===== config.mk =====
export PLATFORM = sky130hd
export DESIGN_NAME = cn_excite_gen
export DESIGN_NICKNAME = d
export VERILOG_FILES = /design/src/rtl/cn_pkg.sv /design/src/rtl/cn_fb_check.sv /design/src/rtl/cn_excite_gen.sv
export SDC_FILE = /design/constraint.sdc
export NUM_CORES = 1
export LEC_CHECK = 0
export ABC_CLOCK_PERIOD_IN_PS = 2000
export CAP_MARGIN = 20
export CORE_ASPECT_RATIO = 0.9
export CORE_MARGIN = 10
export CORE_UTILIZATION = 53
export DETAILED_ROUTE_END_ITERATION = 16
export PLACE_DENSITY = 0.81
export SYNTH_ARGS = -nofsm -noshare
export SYNTH_HDL_FRONTEND = slang
export SYNTH_SLANG_ARGS = --single-unit
export TNS_END_PERCENT = 50

===== constraint.sdc =====
create_clock -name clk -period 2 [get_ports clk]
set_clock_uncertainty 0.15 [all_clocks]
set_input_delay 0.3 -clock clk [delete_from_list [all_inputs] [get_ports clk]]
set_output_delay 0.3 -clock clk [all_outputs]
set_load 0.05 [all_outputs]

===== src/rtl/cn_pkg.sv =====
// Shared CN flip-flop encodings, FSM state type and excitation mapping.
// CN_EXCITE_TOGGLE_EN selects minimal-change (hold/toggle) encoding.
package cn_pkg;

  localparam logic [1:0] CN_HOLD = 2'b00;
  localparam logic [1:0] CN_RST  = 2'b01;
  localparam logic [1:0] CN_SET  = 2'b10;
  localparam logic [1:0] CN_TGL  = 2'b11;

  typedef enum logic [1:0] {IDLE, SHIFT, DRAIN} cn_state_e;

  // Returns {c,n} that moves a CN flip-flop currently at q_model to b.
  function automatic logic [1:0] cn_enc(input logic b, input logic q_model);
`ifdef CN_EXCITE_TOGGLE_EN
    return (b == q_model) ? CN_HOLD : CN_TGL;
`else
    return b ? CN_SET : CN_RST;
`endif
  endfunction

endpackage


===== src/rtl/cn_fb_check.sv =====
// Feedback checker: delays the expected bit two stages to line up with q_fb
// and keeps a sticky mismatch flag until clr or reset.
module cn_fb_check (
  input  logic clk,
  input  logic rst,
  input  logic exp_bit,
  input  logic exp_vld,
  input  logic clr,
  input  logic q_fb,
  output logic err
);

  logic [1:0] bit_q;
  logic [1:0] vld_q;
  logic       err_q;

  always_ff @(posedge clk or negedge rst) begin
    if (!rst) begin
      bit_q <= 2'b00;
      vld_q <= 2'b00;
      err_q <= 1'b0;
    end else if (clr) begin
      bit_q <= 2'b00;
      vld_q <= 2'b00;
      err_q <= 1'b0;
    end else begin
      bit_q <= {bit_q[0], exp_bit};
      vld_q <= {vld_q[0], exp_vld};
      if (vld_q[1] && (q_fb != bit_q[1])) begin
        err_q <= 1'b1;
      end
    end
  end

  assign err = err_q;

endmodule


===== src/rtl/cn_excite_gen.sv =====
// Serialises a target word LSB first into CN excitations and checks q feedback.
// CN_EXCITE_TOGGLE_EN (see cn_pkg) selects hold/toggle instead of set/reset drive.
module cn_excite_gen
  import cn_pkg::*;
#(
  parameter int unsigned WIDTH = 8
) (
  input  logic             clk,
  input  logic             rst,
  input  logic [WIDTH-1:0] in_data,
  input  logic             in_valid,
  output logic             in_ready,
  output logic             c,
  output logic             n,
  input  logic             q_fb,
  output logic             busy,
  output logic             done,
  output logic             err
);

  localparam int unsigned CntW = $clog2(WIDTH);
  localparam logic [CntW-1:0] LastCnt = CntW'(WIDTH - 1);

  cn_state_e        state_q, state_d;
  logic [CntW-1:0]  cnt_q, cnt_d;
  logic [WIDTH-1:0] sreg_q, sreg_d;
  logic             qm_q, qm_d;
  logic [1:0]       cn_q, cn_d;
  logic             drn_q, drn_d;
  logic             done_q, done_d;
  logic             accept;

  assign accept = (state_q == IDLE) && in_valid;

  always_ff @(posedge clk or negedge rst) begin
    if (!rst) begin
      state_q <= IDLE;
      cnt_q   <= '0;
      sreg_q  <= '0;
      qm_q    <= 1'b0;
      cn_q    <= CN_HOLD;
      drn_q   <= 1'b0;
      done_q  <= 1'b0;
    end else begin
      state_q <= state_d;
      cnt_q   <= cnt_d;
      sreg_q  <= sreg_d;
      qm_q    <= qm_d;
      cn_q    <= cn_d;
      drn_q   <= drn_d;
      done_q  <= done_d;
    end
  end

  always_comb begin
    state_d = state_q;
    cnt_d   = cnt_q;
    sreg_d  = sreg_q;
    qm_d    = qm_q;
    cn_d    = CN_HOLD;
    drn_d   = drn_q;
    done_d  = 1'b0;
    unique case (state_q)
      IDLE: begin
        if (accept) begin
          sreg_d  = in_data;
          cnt_d   = '0;
          state_d = SHIFT;
        end
      end
      SHIFT: begin
        // Bit under excitation is always at sreg_q[0]; the model tracks where q lands.
        cn_d   = cn_enc(sreg_q[0], qm_q);
        qm_d   = sreg_q[0];
        sreg_d = sreg_q >> 1;
        cnt_d  = cnt_q + 1'b1;
        if (cnt_q == LastCnt) begin
          state_d = DRAIN;
          drn_d   = 1'b0;
        end
      end
      DRAIN: begin
        drn_d = 1'b1;
        if (drn_q) begin
          state_d = IDLE;
          done_d  = 1'b1;
        end
      end
      default: state_d = IDLE;
    endcase
  end

  cn_fb_check u_fb_check (
    .clk     (clk),
    .rst     (rst),
    .exp_bit (sreg_q[0]),
    .exp_vld (state_q == SHIFT),
    .clr     (accept),
    .q_fb    (q_fb),
    .err     (err)
  );

  assign in_ready = (state_q == IDLE);
  assign busy     = (state_q != IDLE);
  assign c        = cn_q[1];
  assign n        = cn_q[0];
  assign done     = done_q;

endmodule


# Word level (Yosys, flattened, before mapping)
# Cells that the tools add are included.
# totals
regBits	22
input_bits	12
wordCells	45
# op_classes
add_sub_neg	1
n_eq_ne	7
muxes	18
reduce_logical	10
# ops
cell	n
8-bit one-hot mux with 2 select lines	1
2-bit two-way mux	7
8-bit two-way mux	1
2-bit nonzero test	4
2-bit one-hot mux with 3 select lines	1
3-bit one-hot mux with 2 select lines	1
1-bit two-way mux	5
2-bit != test, second input constant	2
2-bit AND reduction	2
3-bit by 1-bit adder with 3-bit output, second input constant	1
3-bit equality test, second input constant	1
3-bit two-way mux	1
3-bit AND reduction	1
2-bit by 1-bit equality test with 1-bit output, second input constant	1
2-bit equality test, second input constant	1
1-bit logical AND	2
2-bit logical NOT	1
2-bit by 1-bit != test with 1-bit output, second input constant	1
1-bit one-hot mux with 2 select lines	1
1-bit != test	1

# Depth between registers and ports, before layout
# depth
word_depth	4
depth_mapped	5
depth_no_buf	5

# Hierarchy
# Synthesis repeated with hierarchy kept, for this count alone.
# hier_totals
hier_cells	89
area_unflattened_um2	1039.7
# modules_own_cells
module	instances	cells_per_inst	area_each_um2	seq_area_each_um2
cn_excite_gen	1	76	854.6	425.4
cn_fb_check	1	13	185.2	125.1

# Least setup slack after synthesis
# No wires, ideal clock.
# synth_path
path_type	register -> output
from	register state_q[0]
to	output busy
arrival_time_ns	1.665
slack_ns	-0.115
path_stages_with_launch	3
path_buffers	0
path_cell_list	dfrtp_1 -> nor2_1 -> inv_1
# synth_via
elab_chain_cells	1
# synth_rtl
element	line	source
start, declared	cn_excite_gen.sv:24	cn_state_e state_q, state_d;
start signal, assigned	cn_excite_gen.sv:45	state_q <= state_d;
2-bit nonzero test	cn_excite_gen.sv:104	assign busy = (state_q != IDLE);
end, declared	cn_excite_gen.sv:16	output logic busy,
# No other way between the ends.

# Worst setup path after layout
# layout_path
from	register u_fb_check.err_q, in the netlist u_fb_check.err
to	output err
# layout_rtl
element	line	source
start, declared	cn_fb_check.sv:15	logic err_q;
start signal, assigned	cn_fb_check.sv:21	err_q <= 1'b0;
start signal, assigned	cn_fb_check.sv:25	err_q <= 1'b0;
start signal, assigned	cn_fb_check.sv:30	err_q <= 1'b1;
end, declared	cn_excite_gen.sv:18	output logic err
# No word-level cell between the ends.

==> metrics.yaml <==
outcome:
  outcome: "completed"
place:
  dpl-instance-area_sq_um: 1196
  gp_congestion: 0.7162
  hpwl_um: 1368
  port_buffers: 17
  placed_cells: 127
clock_tree:
  cts_tree: "built"
  cts_root_buffer: "clkbuf_4"
  cts_resized: 0
  cts_setup_buffers: 0
  cts.path.max_buffers: 2
  clock-sinks: 22
  clkTransAtPathRegs_ps: 120
  cts_buffers: 3
  htree_levels: 1
  holdBufCountCts: 0
  clk_latency_ps: 310
route:
  ant_nets: 0
  drt_iter0_markers: 12
  wire_per_inst_um: 13.85
  viasPerCell: 5.191
  remaining_drc_errors: 0
  dr.pass1.iters: 4
  routed_wl_um: 1814
  via_count: 680
final_layout:
  layout_commonest_cell: "dfrtp_1"
  area_growth_pct: 29.11
  nets: 122
  fin_area_sq_um: 1249
  drive_gt1_share_pct: 14.95
  n_antenna_cell: 0
  layout_common_cells: "dfrtp_1, clkdlybuf4s50_1, inv_1, nand2_1"
  final_cells: 131
  fill_cells: 112
critical_path:
  crit_type: "reg2out"
  critical_path_required_ps: 1550
  crit_path_max_fanout: 2
  arrival_ps: 1490
  crit_buf_inv: 1
  cp_slowest_cell: "clkdlybuf4s50_1"
  worstSetupStartpointType: "flip-flop"
  end_kind: "primary output"
  max_stage_delay_ps: 800
  crit_family: "buffers and inverters"
  worstPathCellList: "clkdlybuf4s50_1"
pwr:
  combPwrFrac_pct: 47.1
  p_sw_share_pct: 38.13
  power_leakage_nw: 0.5612
  p_clk_share_pct: 16.4
  power.density_nw_per_um2: 1679
  ir_drop_uv: 821.1
  p_seq_share_pct: 36.5
  p_int_w: 0.001297
  switchingPower_w: 0.0007991
synth:
  ys_ff_latch: 22
  syn_area_per_cell_sq_um: 11.25
  yosys_warnings: 0
  yosysSeqAreaShare_pct: 56.92
  synthSimpleGateAreaFrac_pct: 17.85
  synth_top_family_by_area: "simple AND/OR/NAND/NOR gates"
  syn-num-nets: 100
  synth_fa_ha_area_share_pct: 2.587
  synth_compound_area_share_pct: 15.78
  synth_mux_area_share_pct: 0
  synth_xor_area_share_pct: 0.9056
  synthesis.area_sq_um: 967.2
  postSynthCellCount: 86
  synth.distinct_cells: 26
timing:
  min_period_ps: 1938
  rsz0062_at_grt: "no"
  holdWs_ps: 161.4
  setup_viol: 0
  timing.fmax_mhz: 516.0
  fin_tns_setup_ps: 0
  hold_viol_final: 0
  drv_slew: 0
  tightestPinTransition_ps: 541.8
  period_share_pct: 96.89
  relSlewSlack_pct: 63.88
grt:
  globalRouteTotalUtil_pct: 10.39
  grt_overflow: 0
  grt_pass1_wl_um: 3167
  grt_max_degree: 23
  grt_pass1_vias: 731
  antenna_found_initial: 0
job:
  cap_violations: 0
die:
  die_height_um: 60.53
  fp.dieArea_sq_um: 3936
  start_util_pct: 56.92
  core_area_sq_um: 1699
  die_w_um: 65.03
  row_count: 14
  ios: 18
min_path:
  hold_path_class: "in2async"
[path summary, 6_finish.rpt]
| kind | end | depth (start not counted) | slack [ps] | from |
|---|---|---|---|---|
| hold / removal | cnt_q[1] | 2 | 160 | rst |
| setup / recovery | err | 1 | 60 | u_fb_check.err |
| setup reg to reg | sreg_q[0] | 3 | 420 | state_q[0] |
| max in group asynchronous | state_q[0] | 2 | 1320 | rst |
| min in group clk | u_fb_check.vld_q[1] | 1 | 310 | u_fb_check.vld_q[0] |
| hold reg to reg | u_fb_check.vld_q[1] | 1 | 310 | u_fb_check.vld_q[0] |
[stage by stage]
| step | utilization, % | setup WS [ps] | power, W |
|---|---|---|---|
| final | 73.49 | 62.15 | 0.002096 |
| after global routing | 73.49 | 7.035 | 0.002238 |
| after CTS | 73.49 | 45.59 | 0.002111 |
| after detailed placement | 70.40 | 144.9 | 0.001777 |
| after global placement | 70.40 | 159.8 | 0.001730 |
| after floorplan | - | 231.4 | 0.001460 |
[cell type report]
class	instances	area, sq um	share of cell area (%)
multi-input combinational	51	361.6	28.96
sequential	22	550.5	44.09
inverter	9	33.78	2.705
timing repair buffer	21	220.2	17.64
tap	24	30.03	2.405
clock inverter	1	30.03	2.405
clock buffer	3	22.52	1.804
[synthesized netlist by cell type]
cell type / instances / area share, %
a21oi_1: 4 / 2.1
a2bb2oi_1: 5 / 4.5
and2_1: 2 / 1.3
and2_2: 2 / 1.6
buf_2: 1 / 0.52
buf_6: 1 / 1.2
clkbuf_1: 2 / 0.78
dfrtp_1: 22 / 57
ha_1: 2 / 2.6
inv_1: 9 / 3.5
nand2_1: 6 / 2.3
nand2_8: 1 / 2.1
nand2b_1: 3 / 1.9
nand3_1: 5 / 2.6
nand3b_1: 2 / 1.6
nor2_1: 4 / 1.6
nor2b_1: 1 / 0.65
nor3_1: 1 / 0.52
nor4b_1: 1 / 0.91
o21ai_0: 3 / 1.6
o221a_4: 1 / 2.1
o22a_1: 4 / 3.6
o22a_2: 1 / 1.0
o32ai_1: 1 / 0.91
or3b_1: 1 / 0.91
xor2_1: 1 / 0.91
[flip-flops by register name, summed over array words and instances (netlist names)]
signal / count
cnt_q: 3
u_fb_check.err: 1
cn_q: 2
state_q: 2
u_fb_check.bit_q: 2
u_fb_check.vld_q: 2
drn_q: 1
done: 1
sreg_q: 8
[power by group through the flow]
stage / clock network, W / registers (W) / logic (W)
CTS: 0.000342 / 0.000765 / 0.00100
global placement: 0 / 0.000764 / 0.000966
detailed placement: 0 / 0.000776 / 0.00100
global route: 0.000358 / 0.000789 / 0.00109
finish: 0.000343 / 0.000765 / 0.000988
floorplan: 0 / 0.000844 / 0.000616
[kinds of logic (layout without fill, tap and decap cells)]
family                   count (synthesis)  in the layout
AND/OR/NAND/NOR                         29             29
XOR/XNOR                                 1              1
AO/OA/AOI/OAI                           19             19
buffers and inverters                   13             34
adder cells (fa/ha/maj)                  2              2
flip-flops                              22             22
[per-layer routing]
layer / vias to the layer above / global-route usage [%] / wire, um
met4: 0 / 5.488 / 35
met3: 5 / 2.762 / 70
met2: 13 / 17.70 / 878
met5: - / 0 / 0
li1: 340 / - / -
met1: 322 / 11.87 / 829
Power figures use the tool's default switching activity.
